### config.mk
export PLATFORM = sky130hd
export DESIGN_NAME = hack_cpu_ctrl_flat
export DESIGN_NICKNAME = d
export VERILOG_FILES = /design/src/rtl/hack_cpu_ctrl_if.sv /design/src/rtl/hack_cpu_ctrl.sv /design/src/flat_wrapper.sv
export SDC_FILE = /design/constraint.sdc
export NUM_CORES = 1
export LEC_CHECK = 0
export CAP_MARGIN = 20
export CORE_ASPECT_RATIO = 1.4
export CORE_MARGIN = 2
export CORE_UTILIZATION = 53
export CTS_CLUSTER_DIAMETER = 150
export DETAILED_ROUTE_END_ITERATION = 6
export PLACE_DENSITY_LB_ADDON = 0.12
export SYNTH_ARGS = -nofsm -noshare
export SYNTH_HDL_FRONTEND = slang
export SYNTH_SLANG_ARGS = --single-unit
export TNS_END_PERCENT = 5
### constraint.sdc
create_clock -name clk -period 6 [get_ports clk]
set_clock_uncertainty 0.1 [all_clocks]
set_input_delay 0.9 -clock clk [delete_from_list [all_inputs] [get_ports clk]]
set_output_delay 0.9 -clock clk [all_outputs]
set_load 0.01 [all_outputs]
### src/rtl/hack_cpu_ctrl_if.sv
// Instruction-fetch and data-memory req/ack bus between the Hack CPU core and its ROM/RAM agents.
interface hack_cpu_ctrl_if;
    logic        instr_req;
    logic [15:0] instr_addr;
    logic        instr_ack;
    logic [15:0] instr_data;
    logic        mem_req;
    logic        mem_we;
    logic [15:0] mem_addr;
    logic [15:0] mem_wdata;
    logic        mem_ack;
    logic [15:0] mem_rdata;

    modport master (
        output instr_req, instr_addr, mem_req, mem_we, mem_addr, mem_wdata,
        input  instr_ack, instr_data, mem_ack, mem_rdata
    );

    modport slave (
        input  instr_req, instr_addr, mem_req, mem_we, mem_addr, mem_wdata,
        output instr_ack, instr_data, mem_ack, mem_rdata
    );
endinterface

### src/rtl/hack_cpu_ctrl.sv
// Multi-cycle Hack CPU sequencer: fetch, decode, optional M read, ALU execute, optional M write.
// All bus outputs are decoded from registered state so no ack ever reaches a req combinationally.
module hack_cpu_ctrl #(
    parameter logic [15:0] RESET_PC = 16'h0000
) (
    input  logic                   clk,
    input  logic                   reset,
    hack_cpu_ctrl_if.master        bus,
    output logic [15:0]            pc_out,
    output logic [15:0]            a_out,
    output logic [15:0]            d_out,
    output logic                   retire
);

    localparam logic [2:0] S_BOOT   = 3'd0;
    localparam logic [2:0] S_FETCH  = 3'd1;
    localparam logic [2:0] S_DECODE = 3'd2;
    localparam logic [2:0] S_MEMRD  = 3'd3;
    localparam logic [2:0] S_EXEC   = 3'd4;
    localparam logic [2:0] S_MEMWR  = 3'd5;

    logic [2:0]  state_q, state_d;
    logic [15:0] pc_q, pc_d;
    logic [15:0] a_q, a_d;
    logic [15:0] d_q, d_d;
    logic [15:0] ir_q, ir_d;
    logic [15:0] m_q, m_d;
    logic [15:0] mem_addr_q, mem_addr_d;
    logic [15:0] mem_wdata_q, mem_wdata_d;
    logic        retire_q, retire_d;

    logic [15:0] alu_y;
    logic [15:0] alu_out;
    logic        alu_zr;
    logic        alu_ng;
    logic        jmp_taken;

    // ctl = {zx, nx, zy, ny, f, no}
    function automatic logic [15:0] hack_alu(input logic [15:0] x, input logic [15:0] y,
                                             input logic [5:0] ctl);
        logic [15:0] xs;
        logic [15:0] ys;
        logic [15:0] r;
        xs = ctl[5] ? 16'h0000 : x;
        if (ctl[4]) xs = ~xs;
        ys = ctl[3] ? 16'h0000 : y;
        if (ctl[2]) ys = ~ys;
        r = ctl[1] ? (xs + ys) : (xs & ys);
        if (ctl[0]) r = ~r;
        return r;
    endfunction

    always_comb begin
        alu_y     = ir_q[12] ? m_q : a_q;
        alu_out   = hack_alu(d_q, alu_y, ir_q[11:6]);
        alu_zr    = (alu_out == 16'h0000);
        alu_ng    = alu_out[15];
        jmp_taken = (ir_q[2] & alu_ng) | (ir_q[1] & alu_zr) | (ir_q[0] & ~alu_ng & ~alu_zr);
    end

    always_comb begin
        state_d     = state_q;
        pc_d        = pc_q;
        a_d         = a_q;
        d_d         = d_q;
        ir_d        = ir_q;
        m_d         = m_q;
        mem_addr_d  = mem_addr_q;
        mem_wdata_d = mem_wdata_q;
        retire_d    = 1'b0;
        case (state_q)
            S_BOOT: state_d = S_FETCH;
            S_FETCH: begin
                if (bus.instr_ack) begin
                    ir_d    = bus.instr_data;
                    state_d = S_DECODE;
                end
            end
            S_DECODE: begin
                if (!ir_q[15]) begin
                    a_d      = ir_q;
                    pc_d     = pc_q + 16'd1;
                    retire_d = 1'b1;
                    state_d  = S_FETCH;
                end else if (ir_q[12]) begin
                    mem_addr_d = a_q;
                    state_d    = S_MEMRD;
                end else begin
                    state_d = S_EXEC;
                end
            end
            S_MEMRD: begin
                if (bus.mem_ack) begin
                    m_d     = bus.mem_rdata;
                    state_d = S_EXEC;
                end
            end
            S_EXEC: begin
                // Jump target and M address take A as it was before this cycle's update.
                pc_d = jmp_taken ? a_q : (pc_q + 16'd1);
                if (ir_q[5]) a_d = alu_out;
                if (ir_q[4]) d_d = alu_out;
                if (ir_q[3]) begin
                    mem_addr_d  = a_q;
                    mem_wdata_d = alu_out;
                    state_d     = S_MEMWR;
                end else begin
                    retire_d = 1'b1;
                    state_d  = S_FETCH;
                end
            end
            S_MEMWR: begin
                if (bus.mem_ack) begin
                    retire_d = 1'b1;
                    state_d  = S_FETCH;
                end
            end
            default: state_d = S_BOOT;
        endcase
    end

    always_ff @(posedge clk) begin
        if (reset) begin
            state_q     <= S_BOOT;
            pc_q        <= RESET_PC;
            a_q         <= 16'h0000;
            d_q         <= 16'h0000;
            ir_q        <= 16'h0000;
            m_q         <= 16'h0000;
            mem_addr_q  <= 16'h0000;
            mem_wdata_q <= 16'h0000;
            retire_q    <= 1'b0;
        end else begin
            state_q     <= state_d;
            pc_q        <= pc_d;
            a_q         <= a_d;
            d_q         <= d_d;
            ir_q        <= ir_d;
            m_q         <= m_d;
            mem_addr_q  <= mem_addr_d;
            mem_wdata_q <= mem_wdata_d;
            retire_q    <= retire_d;
        end
    end

    assign bus.instr_req  = (state_q == S_FETCH);
    assign bus.instr_addr = pc_q;
    assign bus.mem_req    = (state_q == S_MEMRD) || (state_q == S_MEMWR);
    assign bus.mem_we     = (state_q == S_MEMWR);
    assign bus.mem_addr   = mem_addr_q;
    assign bus.mem_wdata  = mem_wdata_q;
    assign pc_out         = pc_q;
    assign a_out          = a_q;
    assign d_out          = d_q;
    assign retire         = retire_q;

endmodule

### src/flat_wrapper.sv
// flat-port wrapper written by rule: the top's interface ports become plain ports
module hack_cpu_ctrl_flat 
#(
    parameter logic [15:0] RESET_PC = 16'h0000
)
  (clk, reset, pc_out, a_out, d_out, retire, bus_instr_req, bus_instr_addr, bus_mem_req, bus_mem_we, bus_mem_addr, bus_mem_wdata, bus_instr_ack, bus_instr_data, bus_mem_ack, bus_mem_rdata);
  hack_cpu_ctrl_if bus_i ();
  input  logic clk;
  input  logic reset;
  output logic [15:0] pc_out;
  output logic [15:0] a_out;
  output logic [15:0] d_out;
  output logic retire;
  output wire logic [$bits(bus_i.instr_req)-1:0] bus_instr_req;
  output wire logic [$bits(bus_i.instr_addr)-1:0] bus_instr_addr;
  output wire logic [$bits(bus_i.mem_req)-1:0] bus_mem_req;
  output wire logic [$bits(bus_i.mem_we)-1:0] bus_mem_we;
  output wire logic [$bits(bus_i.mem_addr)-1:0] bus_mem_addr;
  output wire logic [$bits(bus_i.mem_wdata)-1:0] bus_mem_wdata;
  input wire logic [$bits(bus_i.instr_ack)-1:0] bus_instr_ack;
  input wire logic [$bits(bus_i.instr_data)-1:0] bus_instr_data;
  input wire logic [$bits(bus_i.mem_ack)-1:0] bus_mem_ack;
  input wire logic [$bits(bus_i.mem_rdata)-1:0] bus_mem_rdata;
  assign bus_instr_req = bus_i.instr_req;
  assign bus_instr_addr = bus_i.instr_addr;
  assign bus_mem_req = bus_i.mem_req;
  assign bus_mem_we = bus_i.mem_we;
  assign bus_mem_addr = bus_i.mem_addr;
  assign bus_mem_wdata = bus_i.mem_wdata;
  assign bus_i.instr_ack = bus_instr_ack;
  assign bus_i.instr_data = bus_instr_data;
  assign bus_i.mem_ack = bus_mem_ack;
  assign bus_i.mem_rdata = bus_mem_rdata;
  hack_cpu_ctrl #(.RESET_PC(RESET_PC)) u_core (.clk(clk), .reset(reset), .bus(bus_i), .pc_out(pc_out), .a_out(a_out), .d_out(d_out), .retire(retire));
endmodule
==> reports/qor.txt <==
number of DRC markers in iteration 0 - 388
TritonCTS buffer count - 17
Overall Power - 2.289 mW
largest net degree at the start of global routing - 60
clock latency on the worst-skew pair - 0.41 ns
status - complete, no violations
worst slack, placed - 0.7772 ns
Initial Util - 53.98%
initial antenna violation count - 0
Max IR drop VDD - 0.1882 mV
# Post-CTS Setup Buffers - 0
Post-synth EDFFs - 0
Top FF cell, synth - dfxtp_1
first-pass GRT wire length - 30970 um
Max clock buf depth - 2
Area Overhead vs Synth - 26.18%
Synth cell types - 75
CTS root buf - clkbuf_16
crit path kind - reg -> reg
GP Congestion - 0.9228
DR vias/cell - 5.783
chip width - 100.6 um
synth top area cells - dfxtp_1 34%, nand2_1 9.8%, a21oi_1 6.7%, mux2i_1 6.4%, nor2_1 4.7%
Final Non-Filler Cells - 1138
Final WS setup - 0.6980 ns
final net count - 1026
htree depth - 4
Power Density - 262.3 nW/um2
residual DRC count - 0
post-synthesis cell count - 880
clock slew at reported path FFs - 0.06 ns
WHS Path Cells - 2
Leak - 3.088 nW
Ports - 136
final worst-path cycle share - 88.37%
top-count cell post-synth - nand2_1
antenna cells - 0
Cell Rows - 49
Final Slew Violations - 0
Die H - 139.2 um
drt pass-1 iters - 6
gr ovfl total - 0
Via Count - 6581
Yosys top cell area share - 33.57%
Core Util, Final - 68.11%
fraction of layout cells with a size suffix above 1 - 7.614%
hold_ws - 0.3529 ns
final hold violation count - 0
vias in the first global route - 6087
RSZ-0062 raised after global routing - no
# resized after CTS - 0
Crit Path Max Fanout - 19
Arr. time, crit path - 5.51 ns
setup tns final - 0 ns
Slew headroom - 30.69%
biggest area consumer among synthesized cells - dfxtp_1
Clock Sinks - 116
fmax - 188.6 MHz
Synth async-reset ratio - 0%
sequential share of the synthesized area - 33.57%
Mapped Area - 6917 um2
Hold Path Class - reg -> reg
Mapped Nets - 934
YS warnings - 0
hold buffers post-CTS - 0
wire length per cell - 17.19 um
leading post-synthesis cells by instance count - 181 x nand2_1, 116 x dfxtp_1, 92 x a21oi_1
Tmin final - 5.302 ns
crit end category - register
placed instance area - 8104 um2
full die area - 13990 um2
CTS tree - yes
max_cap viols - 0
post-synthesis average cell area - 7.860 um2
Seq cells post-synth - 116
final setup vio count - 0
# fillers - 1092
port bufs - 135
Worst Path Required - 6.21 ns
Post-DRT Antenna Nets - 0
dpl cells - 1104
core area - 12810 um2
Worst Tran Pin Value - 1.032 ns
Detailed Place HPWL - 13970 um
r2r worst-path depth - 15
DRT Wirelength - 19560 um
Critical Path Source Type - register
final instance area - 8727 um2
GRT Overall Usage - 27.83%
[flip-flops by register name, summed over array words and instances (netlist names)]
signal and flops:
u_core.retire 1, u_core.ir_q 16, u_core.state_q 3, u_core.a_out 16, u_core.d_out 16, u_core.bus.instr_addr 16, u_core.bus.mem_wdata 16, u_core.bus.mem_addr 16
u_core.m_q 16
[kinds of logic after synthesis]
| group | after synthesis | synth area share, % |
|---|---|---|
| AND/OR/NAND/NOR | 360 | 23.32 |
| AO/OA/AOI/OAI | 202 | 19.72 |
| flip-flops | 116 | 33.57 |
| buffers and inverters | 86 | 6.820 |
| XOR/XNOR | 54 | 6.838 |
| multiplexers | 44 | 6.368 |
| adder cells (fa/ha/maj) | 18 | 3.365 |
[power breakdown]
group / total [mW] / leakage [nW] / switching, mW / internal [mW]
clock: 1.04 / 0.285 / 0.374 / 0.662
combinational: 0.415 / 1.87 / 0.240 / 0.175
sequential: 0.838 / 0.937 / 0.0423 / 0.795
total: 2.29 / 3.09 / 0.657 / 1.63
[placed cells by master (no fill, tap or decap), types with 5 or more instances in the layout]
cell type        count
xnor2_1             35
and3_1               5
a311oi_1            15
nand3_1             12
a21o_1               7
ha_1                17
o211ai_1             5
o221ai_1             5
clkbuf_16           17
a21oi_1             92
buf_4               11
nand2_1            181
inv_1               12
clkdlybuf4s50_1    134
nand4_1              9
xor2_1              19
nor4_1               5
dfxtp_1            116
nor3_1               7
o21ai_0             16
a211oi_1             9
a31oi_1              5
nor2_1              86
o21a_1               6
nand2b_1            19
mux2i_1             44
[final timing paths]
kind	start	to	slack, ns
setup / recovery	u_core.ir_q[12]$_SDFFE_PP0P_	u_core.bus.instr_addr[4]$_SDFFE_PP0P_	0.70
hold / removal	u_core.bus.mem_wdata[12]$_SDFFE_PP0P_	u_core.bus.mem_wdata[12]$_SDFFE_PP0P_	0.35
setup reg to reg	u_core.ir_q[12]$_SDFFE_PP0P_	u_core.bus.instr_addr[4]$_SDFFE_PP0P_	0.70
hold reg to reg	u_core.bus.mem_wdata[12]$_SDFFE_PP0P_	u_core.bus.mem_wdata[12]$_SDFFE_PP0P_	0.35
[final cells by class]
| class | instances | area (um2) | area share (%) |
|---|---|---|---|
| inverter | 13 | 48.80 | 0.5591 |
| multi-input combinational | 678 | 4125 | 47.27 |
| clock inverter | 13 | 157.7 | 1.806 |
| timing repair buffer | 146 | 1439 | 16.49 |
| clock buffer | 19 | 442.9 | 5.075 |
| sequential | 116 | 2322 | 26.61 |
| tap | 153 | 191.4 | 2.194 |
[per-layer routing]
metal  up-vias  global-route usage, %  part of all wire (%)
met2       234                  48.22                    51
met3        50                  4.133                   5.5
met4         0                  11.18                   3.2
li1       3234                      -                     -
met1      3063                  34.14                    41
met5         -                      0                     0
[critical path, cell delays in order, from the launching register on]
cell and delay [ns]:
dfxtp_1 0.69, mux2i_1 0.29, nor2_1 0.08, xor2_1 0.20, ha_1 0.29, a21oi_1 0.39, o211ai_2 0.22, and3_2 0.24
o31a_1 0.25, xnor2_1 0.19, or4_4 0.53, or4_4 0.54, o21ai_1 0.38, nand2_2 0.33, o221a_2 0.37, o21a_1 0.10
(Power assumes the default switching activity.)
